`src/rtl/ps2_pkg.sv`:
```
// ps2_pkg: state encoding, frame size and command constants shared by the PS/2 host blocks.
package ps2_pkg;
    typedef enum logic [2:0] {IDLE, INHIBIT, REQ, SHIFT, ACK, RELEASE} ps2_state_t;
    localparam int PS2_FRAME_BITS = 11;
    localparam logic [7:0] PS2_CMD_SET_LEDS = 8'hED;
    localparam logic [7:0] PS2_CMD_ENABLE = 8'hF4;
    localparam logic [7:0] PS2_CMD_RESET = 8'hFF;
    localparam logic [7:0] PS2_RSP_ACK = 8'hFA;
    // Start 0, data LSB first, odd parity, stop 1; bit 0 goes out first.
    function automatic logic [PS2_FRAME_BITS-1:0] ps2_frame(input logic [7:0] b);
        return {1'b1, ~^b, b, 1'b0};
    endfunction
endpackage

```
`src/rtl/ps2_sync_edge.sv`:
```
// ps2_sync_edge: 2-flop synchroniser for a PS/2 pad line plus falling-edge pulse.
module ps2_sync_edge (
    input  logic clk,
    input  logic rst,
    input  logic line,
    output logic sync,
    output logic fall
);
    logic [2:0] sh;
    always_ff @(posedge clk or posedge rst) begin
        if (rst) sh <= 3'b111;
        else sh <= {sh[1:0], line};
    end
    assign sync = sh[1];
    // Falling edge when the synchronised history {previous, current} is 2'b10.
    assign fall = sh[2] & ~sh[1];
endmodule

```
`src/rtl/ps2_host_tx.sv`:
```
// ps2_host_tx: PS/2 host-to-device command transmitter using open-drain pull-low enables.
// Define PS2_TX_RETRY_EN to retransmit the latched byte once after a NACK or timeout.
module ps2_host_tx
    import ps2_pkg::*;
#(
    parameter int INHIBIT_CYCLES = 5000,
    parameter int TIMEOUT_CYCLES = 750000
) (
    input  logic       clk,
    input  logic       rst,
    input  logic       PS2_CLK,
    input  logic       PS2_DATA,
    input  logic [7:0] tx_data,
    input  logic       tx_valid,
    output logic       tx_ready,
    output logic       ps2_clk_oe,
    output logic       ps2_data_oe,
    output logic       tx_busy,
    output logic       tx_done,
    output logic       tx_err
);
    localparam int CW = $clog2((TIMEOUT_CYCLES > INHIBIT_CYCLES ? TIMEOUT_CYCLES : INHIBIT_CYCLES) + 1);
    ps2_state_t state, state_n;
    logic [CW-1:0] cnt, cnt_n;
    logic [3:0] nbit, nbit_n;
    logic [PS2_FRAME_BITS-1:0] frame, frame_n;
    logic nack, nack_n, done_n, err_n, can_retry;
    logic clk_s, clk_fall, data_s, data_fall_unused;
    logic watch, timeout, inhibit_last;

    ps2_sync_edge u_clk (.clk, .rst, .line(PS2_CLK), .sync(clk_s), .fall(clk_fall));
    ps2_sync_edge u_data (.clk, .rst, .line(PS2_DATA), .sync(data_s), .fall(data_fall_unused));

`ifdef PS2_TX_RETRY_EN
    logic retried;
    always_ff @(posedge clk or posedge rst) begin
        if (rst) retried <= 1'b0;
        else if (state == IDLE) retried <= 1'b0;
        else if (state == RELEASE && state_n == INHIBIT) retried <= 1'b1;
    end
    assign can_retry = ~retried;
`else
    assign can_retry = 1'b0;
`endif

    assign inhibit_last = state == INHIBIT && cnt == CW'(INHIBIT_CYCLES - 1);
    assign timeout = cnt == CW'(TIMEOUT_CYCLES - 1);
    assign watch = state inside {REQ, SHIFT, ACK, RELEASE};

    always_comb begin
        state_n = state;
        cnt_n = cnt + 1'b1;
        nbit_n = nbit;
        frame_n = frame;
        nack_n = nack;
        done_n = 1'b0;
        err_n = 1'b0;
        if (watch && clk_fall) cnt_n = '0;
        case (state)
            IDLE: begin
                cnt_n = '0;
                if (tx_valid) begin
                    state_n = INHIBIT;
                    frame_n = ps2_frame(tx_data);
                    nack_n = 1'b0;
                end
            end
            INHIBIT: if (inhibit_last) begin
                state_n = REQ;
                cnt_n = '0;
                nbit_n = '0;
            end
            REQ: if (clk_fall) begin
                state_n = SHIFT;
                nbit_n = 4'd1;
            end
            SHIFT: if (clk_fall) begin
                nbit_n = nbit + 4'd1;
                if (nbit == 4'd9) state_n = ACK;
            end
            ACK: if (clk_fall) begin
                state_n = RELEASE;
                nack_n = data_s;
            end
            RELEASE: if (clk_s && data_s) begin
                if (!nack) begin
                    state_n = IDLE;
                    done_n = 1'b1;
                end else if (can_retry) begin
                    state_n = INHIBIT;
                    cnt_n = '0;
                    nack_n = 1'b0;
                end else begin
                    state_n = IDLE;
                    err_n = 1'b1;
                end
            end
            default: state_n = IDLE;
        endcase
        // A stalled device releases the bus; a retry still waits for release first.
        if (watch && timeout && !clk_fall && state_n == state) begin
            if (can_retry && state != RELEASE) begin
                state_n = RELEASE;
                nack_n = 1'b1;
                cnt_n = '0;
            end else begin
                state_n = IDLE;
                err_n = 1'b1;
            end
        end
    end

    always_ff @(posedge clk or posedge rst) begin
        if (rst) begin
            state <= IDLE;
            cnt <= '0;
            nbit <= '0;
            frame <= '0;
            nack <= 1'b0;
            tx_done <= 1'b0;
            tx_err <= 1'b0;
        end else begin
            state <= state_n;
            cnt <= cnt_n;
            nbit <= nbit_n;
            frame <= frame_n;
            nack <= nack_n;
            tx_done <= done_n;
            tx_err <= err_n;
        end
    end

    assign tx_ready = state == IDLE;
    assign tx_busy = ~tx_ready;
    assign ps2_clk_oe = state == INHIBIT;
    assign ps2_data_oe = inhibit_last || state == REQ || (state == SHIFT && !frame[nbit]);
endmodule

```
`config.mk`:
```
export PLATFORM = sky130hd
export DESIGN_NAME = ps2_host_tx
export DESIGN_NICKNAME = d
export VERILOG_FILES = /design/src/rtl/ps2_pkg.sv /design/src/rtl/ps2_sync_edge.sv /design/src/rtl/ps2_host_tx.sv
export SDC_FILE = /design/constraint.sdc
export NUM_CORES = 1
export LEC_CHECK = 0
export CAP_MARGIN = 15
export CELL_PAD_IN_SITES_DETAIL_PLACEMENT = 1
export CELL_PAD_IN_SITES_GLOBAL_PLACEMENT = 1
export CORE_AREA = 2 2 81 83
export CTS_BUF_LIST = sky130_fd_sc_hd__clkbuf_4 sky130_fd_sc_hd__clkbuf_8
export DETAILED_ROUTE_END_ITERATION = 10
export DIE_AREA = 0 0 83 85
export GPL_TIMING_DRIVEN = 0
export PLACE_DENSITY = 0.76
export SLEW_MARGIN = 20
export SYNTH_ARGS = -nofsm -noshare
export SYNTH_HDL_FRONTEND = slang
export SYNTH_SLANG_ARGS = --single-unit
```
`constraint.sdc`:
```
create_clock -name clk -period 1.9 [get_ports clk]
set_input_delay 0.19 -clock clk [delete_from_list [all_inputs] [get_ports clk]]
set_output_delay 0.19 -clock clk [all_outputs]
set_load 0.02 [all_outputs]
```
==> summary.md <==
| Metric | Value |
|---|---|
| Core ar. | `6200 sq um` |
| Area Overhead vs Synth | `32.5%` |
| Sequential power share | `56.9%` |
| Drt drc | `0` |
| Synthesized Nets | `253` |
| Commonest non-fill, non-tap cell in the layout | `dfrtp_1` |
| DRT Pass-1 Iters | `4` |
| DR WL met3 | `227 um` |
| Critical Path Source Type | `flop` |
| Vias in the first global route | `2188` |
| Fmax | `0.445 GHz` |
| CTS tree | `done` |
| Max Buffers Root-to-Sink | `2` |
| Critical path peak fanout | `2` |
| Clock skew | `0.00834 ns` |
| Initial antenna violation count | `0` |
| GRT overflow | `0` |
| Skew-Pair Late Insertion Delay | `0.30 ns` |
| CP Data Required Time | `1.71 ns` |
| Logic pwr share | `5.2%` |
| Crit path time final | `2.25 ns` |
| Worst slack, placed | `-0.971 ns` |
| Failing checks | `setup timing` |
| Placed insts | `333` |
| Multi-input logic area | `1380 sq um` |
| Synth Cell Area | `2430 sq um` |
| Slew at the pin with the worst max-slew slack | `0.452 ns` |
| Register area | `1140 sq um` |
| Clock power frac | `37.9%` |
| Max_slew headroom | `69.6%` |
| Antenna fix cells | `0` |
| Max-cap violations | `0` |
| Half-perimeter wire length after placement | `4330 um` |
| Leakage power | `1.34 nW` |
| Sequential cell area fraction in the yosys report | `46.5%` |
| Starting Density | `39.2%` |
| Max IR drop VDD | `0.329 mV` |
| Status | `complete, but fails checks` |
| Cell Int Power | `1.34 mW` |
| Commonest cells after routing, fill and taps aside | `33 x dfrtp_1, 17 x xnor2_1, 17 x buf_4` |
| Mean Syn Cell Area | `10.3 sq um` |
| Die ar. | `7060 sq um` |
| Htree depth | `2` |
| RSZ-0062 raised after global routing | `yes` |
| Largest net degree at the start of global routing | `34` |
| Worst path max stage delay | `0.43 ns` |
| CP most frequent cell | `buf_6` |
| Worst setup margin | `-0.347 ns` |
| Hold Buf Count CTS | `0` |
| Gr usage total | `19.8%` |
| Port bufs | `18` |
| Post-synth EDFFs | `0` |
| Fraction of layout instances using a drive strength above 1 | `33.0%` |
| Post-route antenna net violation count | `0` |
| M1 WL | `3050 um` |
| Slowest cell on crit path | `dfrtp_2` |
| Max-slew violations | `0` |
| HP Class | `in -> async` |
| Drt via density | `5.76` |
| Psw | `367 uW` |
| Wire length per cell | `18.8 um` |
| Metal2 WL | `3400 um` |
| Fillers | `677` |
| DRT iter0 DRCs | `66` |
| Critical Path AT | `2.06 ns` |
| FF+latch count, synth | `45` |
| Post-synth cell types | `48` |
| Global-route wire length before repair | `11100 um` |
| # nets final | `300` |
| Highest Signal Layer | `met4` |
| Switching part of the total power | `21.5%` |
| Finished Core Util | `52.0%` |
| DR vias | `2085` |
| Number of I/O pins | `19` |
| Fin cells | `362` |
| Cts bufs inserted | `5` |
| CP cell instances | `nor4b_4 -> nand4_1 -> buf_4 -> nor4_4 -> buf_6 -> o21bai_4 -> buf_6` |
| CP Capture Type | `primary output` |
| Ys async rst share | `100%` |
| Final setup violation count | `21` |
| Warnings from Yosys | `0` |
| Top_reg_cell synth | `dfrtp_1` |
| Synthesized instance count | `237` |
| Routed WL | `6820 um` |
| PD cells | `529 nW/um^2` |
| Rows | `29` |
| Critical path class | `reg -> out` |
| Die Y | `85 um` |
| Die width | `83 um` |
| Hold Vio Cnt, Final | `0` |
| FF-to-FF setup slack | `-0.10 ns` |
| Final GP Congestion | `0.796` |
| Root buffer selected by CTS | `clkbuf_8` |
| Reg clk slew, reported paths | `0.08 ns` |
| Clock Sinks | `45` |
| Part of the cycle the worst path needs | `118%` |
==> routing by layer <==
layer,global-route usage (%),up-vias
li1,-,965
met1,26.0,1077
met2,32.6,31
met3,3.70,12
met4,7.90,0
met5,0,-
==> critical path, delay by kind of cell, from the launching register on <==
kind	cells	cell delay, ns
flip-flops	1	0.43
AO/OA/AOI/OAI	1	0.11
buffers and inverters	3	0.46
AND/OR/NAND/NOR	3	0.76
==> Yosys cell counts (all sizes together) (6+ instances only) <==
cell	number	area share (%)
nor3	22	4.5
o21ai	11	2.3
nand4	9	2.9
mux2	10	4.6
nand2	16	2.5
dfrtp	40	41
nor4	6	2.2
inv	10	1.5
xnor2	17	6.1
nand3	7	1.4
nor2	6	0.93
==> metrics by stage <==
stage | power (mW) | area, sq um | hold WS (ns) | setup TNS (ns)
floorplan | 1.03 | 2450 | 0.194 | 0
global placement | 1.07 | 2730 | 0.347 | -15.81
detailed placement | 1.08 | 2750 | 0.348 | -6.36
CTS | 1.73 | 3020 | 0.150 | -0.255
global route | 1.76 | 3220 | 0.187 | -4.01
finish | 1.71 | 3220 | 0.144 | -1.63
==> final timing paths <==
kind / startpoint / end / depth (start not counted)
max: cnt[6]$_DFF_PP0_ / ps2_data_oe / 7
min: rst / cnt[0]$_DFF_PP0_ / 2
max reg2reg: cnt[6]$_DFF_PP0_ / cnt[5]$_DFF_PP0_ / 8
min reg2reg: u_clk.sh[0]$_DFF_PP1_ / u_clk.sh[1]$_DFF_PP1_ / 0
max in group asynchronous: rst / cnt[6]$_DFF_PP0_ / 3
min in group clk: PS2_CLK / u_clk.sh[0]$_DFF_PP1_ / 1
==> power by group through the flow <==
| stage | logic (mW) | clock network (mW) | registers [mW] |
|---|---|---|---|
| 2_1_floorplan | 0.0458 | 0 | 0.988 |
| 3_3_place_gp | 0.0838 | 0 | 0.989 |
| 3_5_place_dp | 0.0906 | 0 | 0.990 |
| 4_1_cts | 0.0909 | 0.669 | 0.971 |
| 5_1_grt | 0.100 | 0.692 | 0.972 |
| 6_report | 0.0887 | 0.646 | 0.971 |
==> repair_timing <==
action	in CTS	in global routing
resized for setup	31	31
setup endpoints to repair	27	29
pin swaps	4	12
setup buffers	14	7
cloned	0	1
hold endpoints to repair	0	0
==> sequential cells by signal, indices dropped and copies added, names as in the netlist <==
name,count
nack,1
tx_err,1
cnt,20
u_data.sh,2
tx_done,1
nbit,4
state,3
u_clk.sh,3
frame,10
==> layout make-up <==
cell class,count,share of cell area (%)
multi-input cells,172,42.8
flip-flops and latches,45,35.4
repair buffers,40,12.0
clock buffers,8,3.03
well taps,77,2.99
plain buffers,10,2.64
inverters,10,1.16
==> logic make-up after synthesis <==
| group | synth area share [%] |
|---|---|
| buffers and inverters | 3.34 |
| DFF | 46.5 |
| and+or+nand+nor | 24.9 |
| adders and majority gates | 1.54 |
| AOI/OAI and AO/OA | 9.87 |
| muxes | 5.86 |
| xor gates and xnor gates | 7.92 |
(Power assumes the default switching activity.)
